**src/rtl/systolic_pkg.sv**
```systemverilog
// rtl/systolic_pkg.sv - shared sizes, state encoding and row packing helper
// for the systolic array host adapter.
package systolic_pkg;

   localparam int N      = 4;
   localparam int ELEM_W = 8;
   localparam int ACC_W  = 32;
   localparam int ROW_W  = N * ELEM_W;
   localparam int MAT_W  = N * ROW_W;
   localparam int RES_W  = N * N * ACC_W;

   typedef enum logic [2:0] {LOAD, START, WAIT, DRAIN, CLEAR} host_state_t;

   // Row 0 sits in the most significant bits of a packed matrix.
   function automatic int row_lsb(input logic [1:0] idx);
      return MAT_W - ROW_W * (int'(idx) + 1);
   endfunction

endpackage

```
**src/rtl/result_serializer.sv**
```systemverilog
// rtl/result_serializer.sv - holds one 4x4 int32 result and streams it out
// row-major as sixteen 32-bit words with valid/ready/last.
module result_serializer
   import systolic_pkg::*;
(
   input  logic             clk,
   input  logic             reset,
   input  logic             load_i,
   input  logic [RES_W-1:0] data_i,
   input  logic             m_ready_i,
   output logic             m_valid_o,
   output logic [ACC_W-1:0] m_data_o,
   output logic             m_last_o,
   output logic             done_o
);

   logic [RES_W-1:0] hold_q;
   logic [3:0]       idx_q;
   logic             valid_q;
   logic             hs;
   logic [ACC_W-1:0] elems [N*N];

   assign hs = valid_q && m_ready_i;

   always_ff @(posedge clk) begin
      if (reset) begin
         hold_q  <= '0;
         idx_q   <= '0;
         valid_q <= 1'b0;
      end else if (load_i) begin
         hold_q  <= data_i;
         idx_q   <= '0;
         valid_q <= 1'b1;
      end else if (hs) begin
         if (idx_q == 4'd15) valid_q <= 1'b0;
         idx_q <= idx_q + 4'd1;
      end
   end

   // C[0][0] occupies the top word of the hold register.
   always_comb begin
      for (int i = 0; i < N*N; i++) elems[i] = hold_q[RES_W - ACC_W*(i+1) +: ACC_W];
   end

   assign m_valid_o = valid_q;
   assign m_data_o  = elems[idx_q];
   assign m_last_o  = valid_q && (idx_q == 4'd15);
   assign done_o    = hs && (idx_q == 4'd15);

endmodule

```
**src/rtl/systolic_host_adapter.sv**
```systemverilog
// rtl/systolic_host_adapter.sv - loads A/B from a word stream, starts the
// array, drains its results and clears it, with a timeout on completion.
module systolic_host_adapter
   import systolic_pkg::*;
#(
   parameter int TIMEOUT_CYCLES = 64,
   parameter int CLEAR_CYCLES   = 2
) (
   input  logic             clk,
   input  logic             reset,
   input  logic             s_valid,
   output logic             s_ready,
   input  logic [ROW_W-1:0] s_data,
   output logic             m_valid,
   input  logic             m_ready,
   output logic [ACC_W-1:0] m_data,
   output logic             m_last,
   output logic             valid_in,
   output logic [MAT_W-1:0] matrix_A,
   output logic [MAT_W-1:0] matrix_B,
   input  logic [RES_W-1:0] y,
   input  logic             done_matrix_mult,
   output logic             mac_clear,
   output logic             busy,
   output logic             error
);

   localparam int TW = $clog2(TIMEOUT_CYCLES + 1);
   localparam int CW = $clog2(CLEAR_CYCLES + 1);

   host_state_t      state_q;
   logic [2:0]       word_cnt_q;
   logic [TW-1:0]    tmo_cnt_q;
   logic [CW-1:0]    clr_cnt_q;
   logic [MAT_W-1:0] matrix_a_q, matrix_b_q;
   logic             valid_in_q, mac_clear_q, error_q;
   logic             ser_load, ser_done;

   assign ser_load = (state_q == WAIT) && done_matrix_mult;

   always_ff @(posedge clk) begin
      if (reset) begin
         state_q     <= LOAD;
         word_cnt_q  <= '0;
         tmo_cnt_q   <= '0;
         clr_cnt_q   <= '0;
         matrix_a_q  <= '0;
         matrix_b_q  <= '0;
         valid_in_q  <= 1'b0;
         mac_clear_q <= 1'b0;
         error_q     <= 1'b0;
      end else begin
         valid_in_q <= 1'b0;
         case (state_q)
            LOAD: if (s_valid) begin
               if (word_cnt_q == 3'd0) error_q <= 1'b0;
               if (!word_cnt_q[2]) matrix_a_q[row_lsb(word_cnt_q[1:0]) +: ROW_W] <= s_data;
               else                matrix_b_q[row_lsb(word_cnt_q[1:0]) +: ROW_W] <= s_data;
               word_cnt_q <= word_cnt_q + 3'd1;
               if (word_cnt_q == 3'd7) begin
                  state_q    <= START;
                  valid_in_q <= 1'b1;
               end
            end
            START: begin
               tmo_cnt_q <= '0;
               state_q   <= WAIT;
            end
            WAIT: if (done_matrix_mult) begin
               state_q <= DRAIN;
            end else begin
               tmo_cnt_q <= tmo_cnt_q + 1'b1;
               if (tmo_cnt_q + 1'b1 == TW'(TIMEOUT_CYCLES)) begin
                  error_q     <= 1'b1;
                  state_q     <= CLEAR;
                  mac_clear_q <= 1'b1;
                  clr_cnt_q   <= '0;
               end
            end
            DRAIN: if (ser_done) begin
               state_q     <= CLEAR;
               mac_clear_q <= 1'b1;
               clr_cnt_q   <= '0;
            end
            CLEAR: if (clr_cnt_q == CW'(CLEAR_CYCLES - 1)) begin
               state_q     <= LOAD;
               mac_clear_q <= 1'b0;
            end else begin
               clr_cnt_q <= clr_cnt_q + 1'b1;
            end
            default: state_q <= LOAD;
         endcase
      end
   end

   result_serializer u_ser (
      .clk       (clk),
      .reset     (reset),
      .load_i    (ser_load),
      .data_i    (y),
      .m_ready_i (m_ready),
      .m_valid_o (m_valid),
      .m_data_o  (m_data),
      .m_last_o  (m_last),
      .done_o    (ser_done)
   );

   assign s_ready   = (state_q == LOAD);
   assign busy      = (state_q != LOAD);
   assign valid_in  = valid_in_q;
   assign mac_clear = mac_clear_q;
   assign error     = error_q;
   assign matrix_A  = matrix_a_q;
   assign matrix_B  = matrix_b_q;

endmodule

```
**config.mk**
```make
export PLATFORM = sky130hd
export DESIGN_NAME = systolic_host_adapter
export DESIGN_NICKNAME = d
export VERILOG_FILES = /design/src/rtl/systolic_pkg.sv /design/src/rtl/result_serializer.sv /design/src/rtl/systolic_host_adapter.sv
export SDC_FILE = /design/constraint.sdc
export NUM_CORES = 2
export LEC_CHECK = 0
export BUFFER_PORTS_ARGS = -buffer_cell sky130_fd_sc_hd__buf_2
export CAP_MARGIN = 20
export CORE_AREA = 2 2 331 333
export DETAILED_ROUTE_END_ITERATION = 8
export DIE_AREA = 0 0 333 335
export SETUP_SLACK_MARGIN = 0.02
export SYNTH_ARGS = -nofsm -noshare
export SYNTH_HDL_FRONTEND = slang
export SYNTH_SLANG_ARGS = --single-unit
```
**constraint.sdc**
```tcl
create_clock -name clk -period 4.25 [get_ports clk]
set_input_delay 0.2125 -clock clk [delete_from_list [all_inputs] [get_ports clk]]
set_output_delay 0.2125 -clock clk [all_outputs]
set_load 0.02 [all_outputs]
```
# Yosys cells after proc, flatten, opt, wreduce, memory -nomap -nowiden

Index checks and enable logic that the tools add are counted.

Word-level logic and storage cells: 97
Bits of input ports: 549
Output and inout port bits: 295
Bits in registers: 791

Multiplexer cells: 31
Eq/ne operators: 17
Reductions and logical operators: 23
Add/subtract/negate cells: 7
Order comparisons: 1
Shift operators: 2
Bitwise logic cells: 4

Operator list:

| cell                                                    | count |
|---|---|
| bitwise mux 128 bit                                     | 2 |
| binary-select mux 32 bit (select 4 bit)                 | 1 |
| variable shift 32 x 33 -> 128 bit, first input constant | 1 |
| indexed part select 32 x 33 -> 128 bit                  | 1 |
| 2-to-1 mux 32 bit                                       | 2 |
| negation 9 -> 33 bit                                    | 1 |
| AND reduction 5 bit                                     | 4 |
| 2-to-1 mux 3 bit                                        | 6 |
| case mux 3 bit (5 select lines)                         | 1 |
| case mux 7 bit (2 select lines)                         | 1 |
| 2-to-1 mux 1 bit                                        | 10 |
| inequality test 2 bit, second input constant            | 5 |
| subtractor 8 x 8 -> 9 bit, first input constant         | 1 |
| 2-to-1 mux 2 bit                                        | 4 |
| nonzero test 2 bit                                      | 4 |
| adder 7 x 1 -> 7 bit, second input constant             | 1 |
| == test 7 bit, second input constant                    | 1 |
| 2-to-1 mux 7 bit                                        | 1 |
| == test 3 x 2 -> 1 bit, second input constant           | 2 |
| == test 3 bit, second input constant                    | 2 |
| logical NOT 3 bit                                       | 2 |
| inequality test 2 x 1 -> 1 bit, second input constant   | 3 |
| case mux 2 bit (3 select lines)                         | 1 |
| AND reduction 2 bit                                     | 3 |
| 18 further kinds                                        | 25 |

# Longest topological paths before layout

Depth after elaboration: 5
Mapped depth: 9
Gate-level depth less buffers: 6

# Hierarchy

A second synthesis with hierarchy kept.

Cells, all modules: 3,198
Area, all modules: 32,646.3 sq um

By module, submodules not included:

| module                | cells each | sequential area each (sq um) | area an instance (sq um) | instances |
|---|---|---|---|---|
| result_serializer     | 1,949      | 10,349.9                     | 21,719.6                 | 1 |
| systolic_host_adapter | 1,249      | 5,485.3                      | 10,926.7                 | 1 |

# Worst setup path after synthesis

OpenSTA, ideal clock, no wires.

Kind: reg2reg
From: register word_cnt_q[0]
To: register matrix_a_q[107] (netlist: matrix_A[107])
Setup time: 70 ps
Cell stages (with the launch flop): 7
Path buffers: 1
Path slack: 2,198 ps
Required time: 4,180 ps
Clock period less this slack: 2,052 ps
Arrival time: 1,981 ps
Cell sequence: dfxtp_1 > inv_1 > ha_1 > nor3_1 > clkbuf_1 > nand3_1 > a21oi_1

Cells in the longest elaborated chain, start to end: 5
Elaborated cells between the ends (all ways): 6
Those cells by class: add/sub (3); shift (2); mux (1)

RTL lines:

| element                                                                                            | RTL line                    | text |
|---|---|---|
| start: declaration                                                                                 | systolic_host_adapter.sv:32 | `logic [2:0] word_cnt_q;` |
| start signal: assignment                                                                           | systolic_host_adapter.sv:59 | `word_cnt_q <= word_cnt_q + 3'd1;` |
| adder 2 x 1 -> 3 bit *                                                                             | systolic_pkg.sv:16          | `return MAT_W - ROW_W * (int'(idx) + 1);` |
| subtractor 8 x 8 -> 9 bit *                                                                        | systolic_pkg.sv:16          |  |
| negation 9 -> 33 bit *                                                                             | systolic_host_adapter.sv:57 | `if (!word_cnt_q[2]) matrix_a_q[row_lsb(word_cnt_q[1:0]) +: ROW_W] <= s_data;` |
| indexed part select 32 x 33 -> 128 bit / variable shift 32 x 33 -> 128 bit (equally long branches) | systolic_host_adapter.sv:57 |  |
| bitwise mux 128 bit *                                                                              | systolic_host_adapter.sv:57 |  |
| end signal: indexed assignment                                                                     | systolic_host_adapter.sv:57 |  |
| end: declaration                                                                                   | systolic_host_adapter.sv:35 | `logic [MAT_W-1:0] matrix_a_q, matrix_b_q;` |

Every way passes the cells marked *; elsewhere a longest branch is shown, timed or not.
A chain may end at the register's enable or synchronous reset.

# Worst setup path after layout

From: register u_ser.idx_q[2]
To: output m_data[3]

Cells in the longest elaborated chain, start to end: 4

RTL lines:

| element                                               | RTL line                    | text |
|---|---|---|
| start: declaration                                    | result_serializer.sv:18     | `logic [3:0] idx_q;` |
| start signal: assignment                              | result_serializer.sv:36     | `idx_q <= idx_q + 4'd1;` |
| inverter 4 -> 5 bit (implied by the code)             | result_serializer.sv:46     | `assign m_data_o = elems[idx_q];` |
| binary-select mux 32 bit (select 4 bit)               | result_serializer.sv:46     |  |
| 2-to-1 mux 32 bit (implied by the code) (2 in series) | result_serializer.sv:46     |  |
| end: declaration                                      | systolic_host_adapter.sv:16 | `output logic [ACC_W-1:0] m_data,` |

Every way passes these cells. The select of a mux whose other input is x is not followed.

==> results.json <==
{
  "status": "finished clean",
  "place_congestion": 0.923,
  "ys_async_sr_fraction_pct": 0,
  "postRouteAntennaNets": 0,
  "fp.dieW_microns": 333,
  "worstPathMaxFanout": 36,
  "finalSetupTns_ns": 0,
  "grt_pass1_vias": 32190,
  "cp-end-kind": "output port",
  "ys.flop_type": "dfxtp_1",
  "fin_crit_ns": 3.74,
  "postCtsResizedCells": 0,
  "grt_max_degree": 136,
  "clk_pin_slew_worst_paths_ns": 0.06,
  "first_pass_iters": 6,
  "critical-path-max-stage-delay_ns": 0.78,
  "dieArea_sq_um": 112000,
  "stdcell_count": 6570,
  "synth_area_sq_um": 32700,
  "clk_latency_ns": 0.66,
  "swShare_pct": 23.9,
  "arrival_ns": 3.53,
  "synthMuxAreaShare_pct": 9.87,
  "power_density_nw_per_um2": 361,
  "cp.required_ns": 4.04,
  "dp.cells": 5847,
  "cts_sinks": 791,
  "post_dp_cell_area_sq_um": 37400,
  "synth-seq-cells": 791,
  "ctsHoldBuffers": 545,
  "post-route-period-util_pct": 88.1,
  "seq_power_share_pct": 44.9,
  "cts_buffers": 88,
  "grt_usage_pct": 24.2,
  "synth_xor_area_share_pct": 0.134,
  "synthAdderAreaFrac_pct": 0.345,
  "finalSetupViolCount": 0,
  "synth_simple_gate_area_share_pct": 20.8,
  "power.switching_mw": 3.97,
  "root_buffer": "clkbuf_16",
  "ir_drop_mv": 0.279,
  "ios": 844,
  "num_vias": 33802,
  "worstPathCellList": "buf_12 -> mux4_2 -> a211oi_1 -> a21oi_1 -> buf_2",
  "cap_violations": 0,
  "min_path_type": "input port to register",
  "post_synth_inst_count": 3886,
  "yosysWarnings": 0,
  "core_sq_um": 108000,
  "nNetsFinal": 5626,
  "drive_above_1_share_pct": 23.4,
  "area_delta_synth_final_pct": 40.5,
  "p_clk_share_pct": 47.2,
  "routed_wl_microns": 142000,
  "cts_buffer_depth": 3,
  "fillers": 10507,
  "synth_compound_area_share_pct": 13.8,
  "fin_area_sq_um": 45900,
  "ys_seq_area_share_pct": 48.5,
  "drt_iter0_markers": 3253,
  "rows": 121,
  "grt_overflow": 0,
  "synth_edf_count": 0,
  "start_util_pct": 30.2,
  "leakagePower_nw": 17.2,
  "grt_pass1_wl_microns": 205000,
  "viasPerCell": 5.14,
  "synth_nets": 4444,
  "synth.distinct_cells": 47,
  "drv_slew": 0,
  "finalHoldViolCount": 0,
  "combPwrFrac_pct": 7.8,
  "io_buffers": 843,
  "cts_tree": "built",
  "die-height_microns": 335,
  "max_slew_margin_pct": 30.5,
  "setup_slack_ns": 0.507,
  "fmax_mhz": 267,
  "tightest_slew_ns": 1.04,
  "hold_ws_ns": 0.0660,
  "drc_errors": 0,
  "dpl.hpwl_microns": 97500,
  "grt_antenna_before_repair": 23,
  "rsz0062_at_grt": "false",
  "post_cts_buffers": 0,
  "finClkSkew_ns": 0.0297,
  "cp_slowest_cell": "dfxtp_4",
  "h-tree-depth": 3,
  "synth_top_family_by_area": "simple AND/OR/NAND/NOR gates",
  "intPower_mw": 12.6,
  "cp-start-kind": "register",
  "avgRoutedWirePerCell_microns": 21.6,
  "pre_cts_slack_ns": 1.01,
  "critical_path_class": "register to output port",
  "synth.avg_cell_area_sq_um": 8.41
}
==> critical path: cells and delay by family, from the launching register on <==
kind | cells | cell delay, ns
multiplexers | 1 | 0.54
buffers and inverters | 2 | 0.61
AO/OA/AOI/OAI | 2 | 0.91
flip-flops | 1 | 0.78
==> final timing paths <==
path                  start      endpoint  slack [ns]  cells after the start
max          u_ser.idx_q[2]     m_data[3]        0.51                      5
min                 s_valid      valid_in        0.07                      3
max reg2reg      state_q[1]  matrix_B[36]        1.43                      6
min reg2reg    matrix_B[43]  matrix_B[43]        0.45                      2
==> sequential cells by signal (all words and copies together) (netlist names) <==
register / count
u_ser.elems: 512
word_cnt_q: 3
error: 1
u_ser.m_valid_o: 1
mac_clear: 1
matrix_B: 128
valid_in: 1
tmo_cnt_q: 7
clr_cnt_q: 2
state_q: 3
matrix_A: 128
u_ser.idx_q: 4
==> Yosys cell counts (3+ instances only) <==
| cell type | count | share of area [%] |
|---|---|---|
| or3_1 | 3 | 0.057 |
| a21oi_1 | 813 | 12 |
| a31oi_1 | 4 | 0.077 |
| nand2_1 | 1307 | 15 |
| mux2i_1 | 33 | 1.0 |
| and3_1 | 8 | 0.15 |
| nor3b_1 | 3 | 0.069 |
| mux4_2 | 128 | 8.8 |
| nor3_1 | 10 | 0.15 |
| nor2b_1 | 36 | 0.69 |
| nor2_1 | 19 | 0.22 |
| nand3_1 | 262 | 4.0 |
| buf_4 | 37 | 0.85 |
| buf_6 | 63 | 2.2 |
| clkbuf_1 | 151 | 1.7 |
| buf_1 | 19 | 0.22 |
| inv_1 | 10 | 0.11 |
| buf_2 | 100 | 1.5 |
| dfxtp_1 | 791 | 48 |
| ha_1 | 9 | 0.34 |
| o21ai_0 | 12 | 0.18 |
| a211oi_1 | 35 | 0.80 |
| xnor2_1 | 3 | 0.080 |
==> cell families (layout without fill, tap and decap cells) <==
logic type,count (synthesis),in the layout
other cells,0,19
simple gates,1663,1663
buf+inv,381,1632
compound gates,875,875
xor+xnor,5,5
fa+ha+maj,9,9
flops,791,791
mux,162,162
==> stage by stage <==
stage	total power [mW]	util [%]
4_1_cts	16.7	42.4
3_5_place_dp	8.47	34.6
6_report	16.6	42.5
2_1_floorplan	7.97	-
5_1_grt	17.0	42.4
3_3_place_gp	8.48	34.6
==> cell usage in the layout (no fill, tap or decap), types with 12 or more instances in the layout <==
master,instances
a211oi_1,35
a21oi_1,813
buf_12,22
buf_2,842
buf_4,53
clkbuf_1,21
clkbuf_16,89
clkbuf_8,23
dfxtp_1,787
diode_2,19
dlygate4sd3_1,545
mux2i_1,33
mux4_2,128
nand2_1,1307
nand3_1,262
nor2_1,18
nor2b_1,36
o21ai_0,12
==> power groups by stage <==
| stage | sequential [mW] | combinational [mW] | clock [mW] |
|---|---|---|---|
| finish | 7.46 | 1.30 | 7.84 |
| global route | 7.46 | 1.35 | 8.23 |
| CTS | 7.46 | 1.26 | 7.95 |
| detailed placement | 7.62 | 0.853 | 0 |
| global placement | 7.62 | 0.856 | 0 |
| floorplan | 7.65 | 0.316 | 0 |
==> per-layer routing <==
metal | GRT usage (%) | vias up | part of all wire (%)
met5 | 0 | - | 0.071
met2 | 38.3 | 1795 | 45
met4 | 14.2 | 14 | 6.2
met1 | 30.1 | 16041 | 40
li1 | - | 15487 | -
met3 | 5.64 | 465 | 8.6
==> layout make-up <==
| type | count | area [sq um] | share of cell area [%] |
|---|---|---|---|
| Clock inverter | 26 | 340 | 0.741 |
| Clock buffer | 133 | 2620 | 5.71 |
| Tap cell | 1414 | 1770 | 3.85 |
| Inverter | 10 | 37.5 | 0.0818 |
| Antenna cell | 19 | 47.5 | 0.104 |
| Multi-Input combinational cell | 2714 | 14700 | 32.1 |
| Timing Repair Buffer | 1463 | 10500 | 22.9 |
| Sequential cell | 791 | 15900 | 34.5 |
No activity file was read; power rests on OpenSTA's default activity.
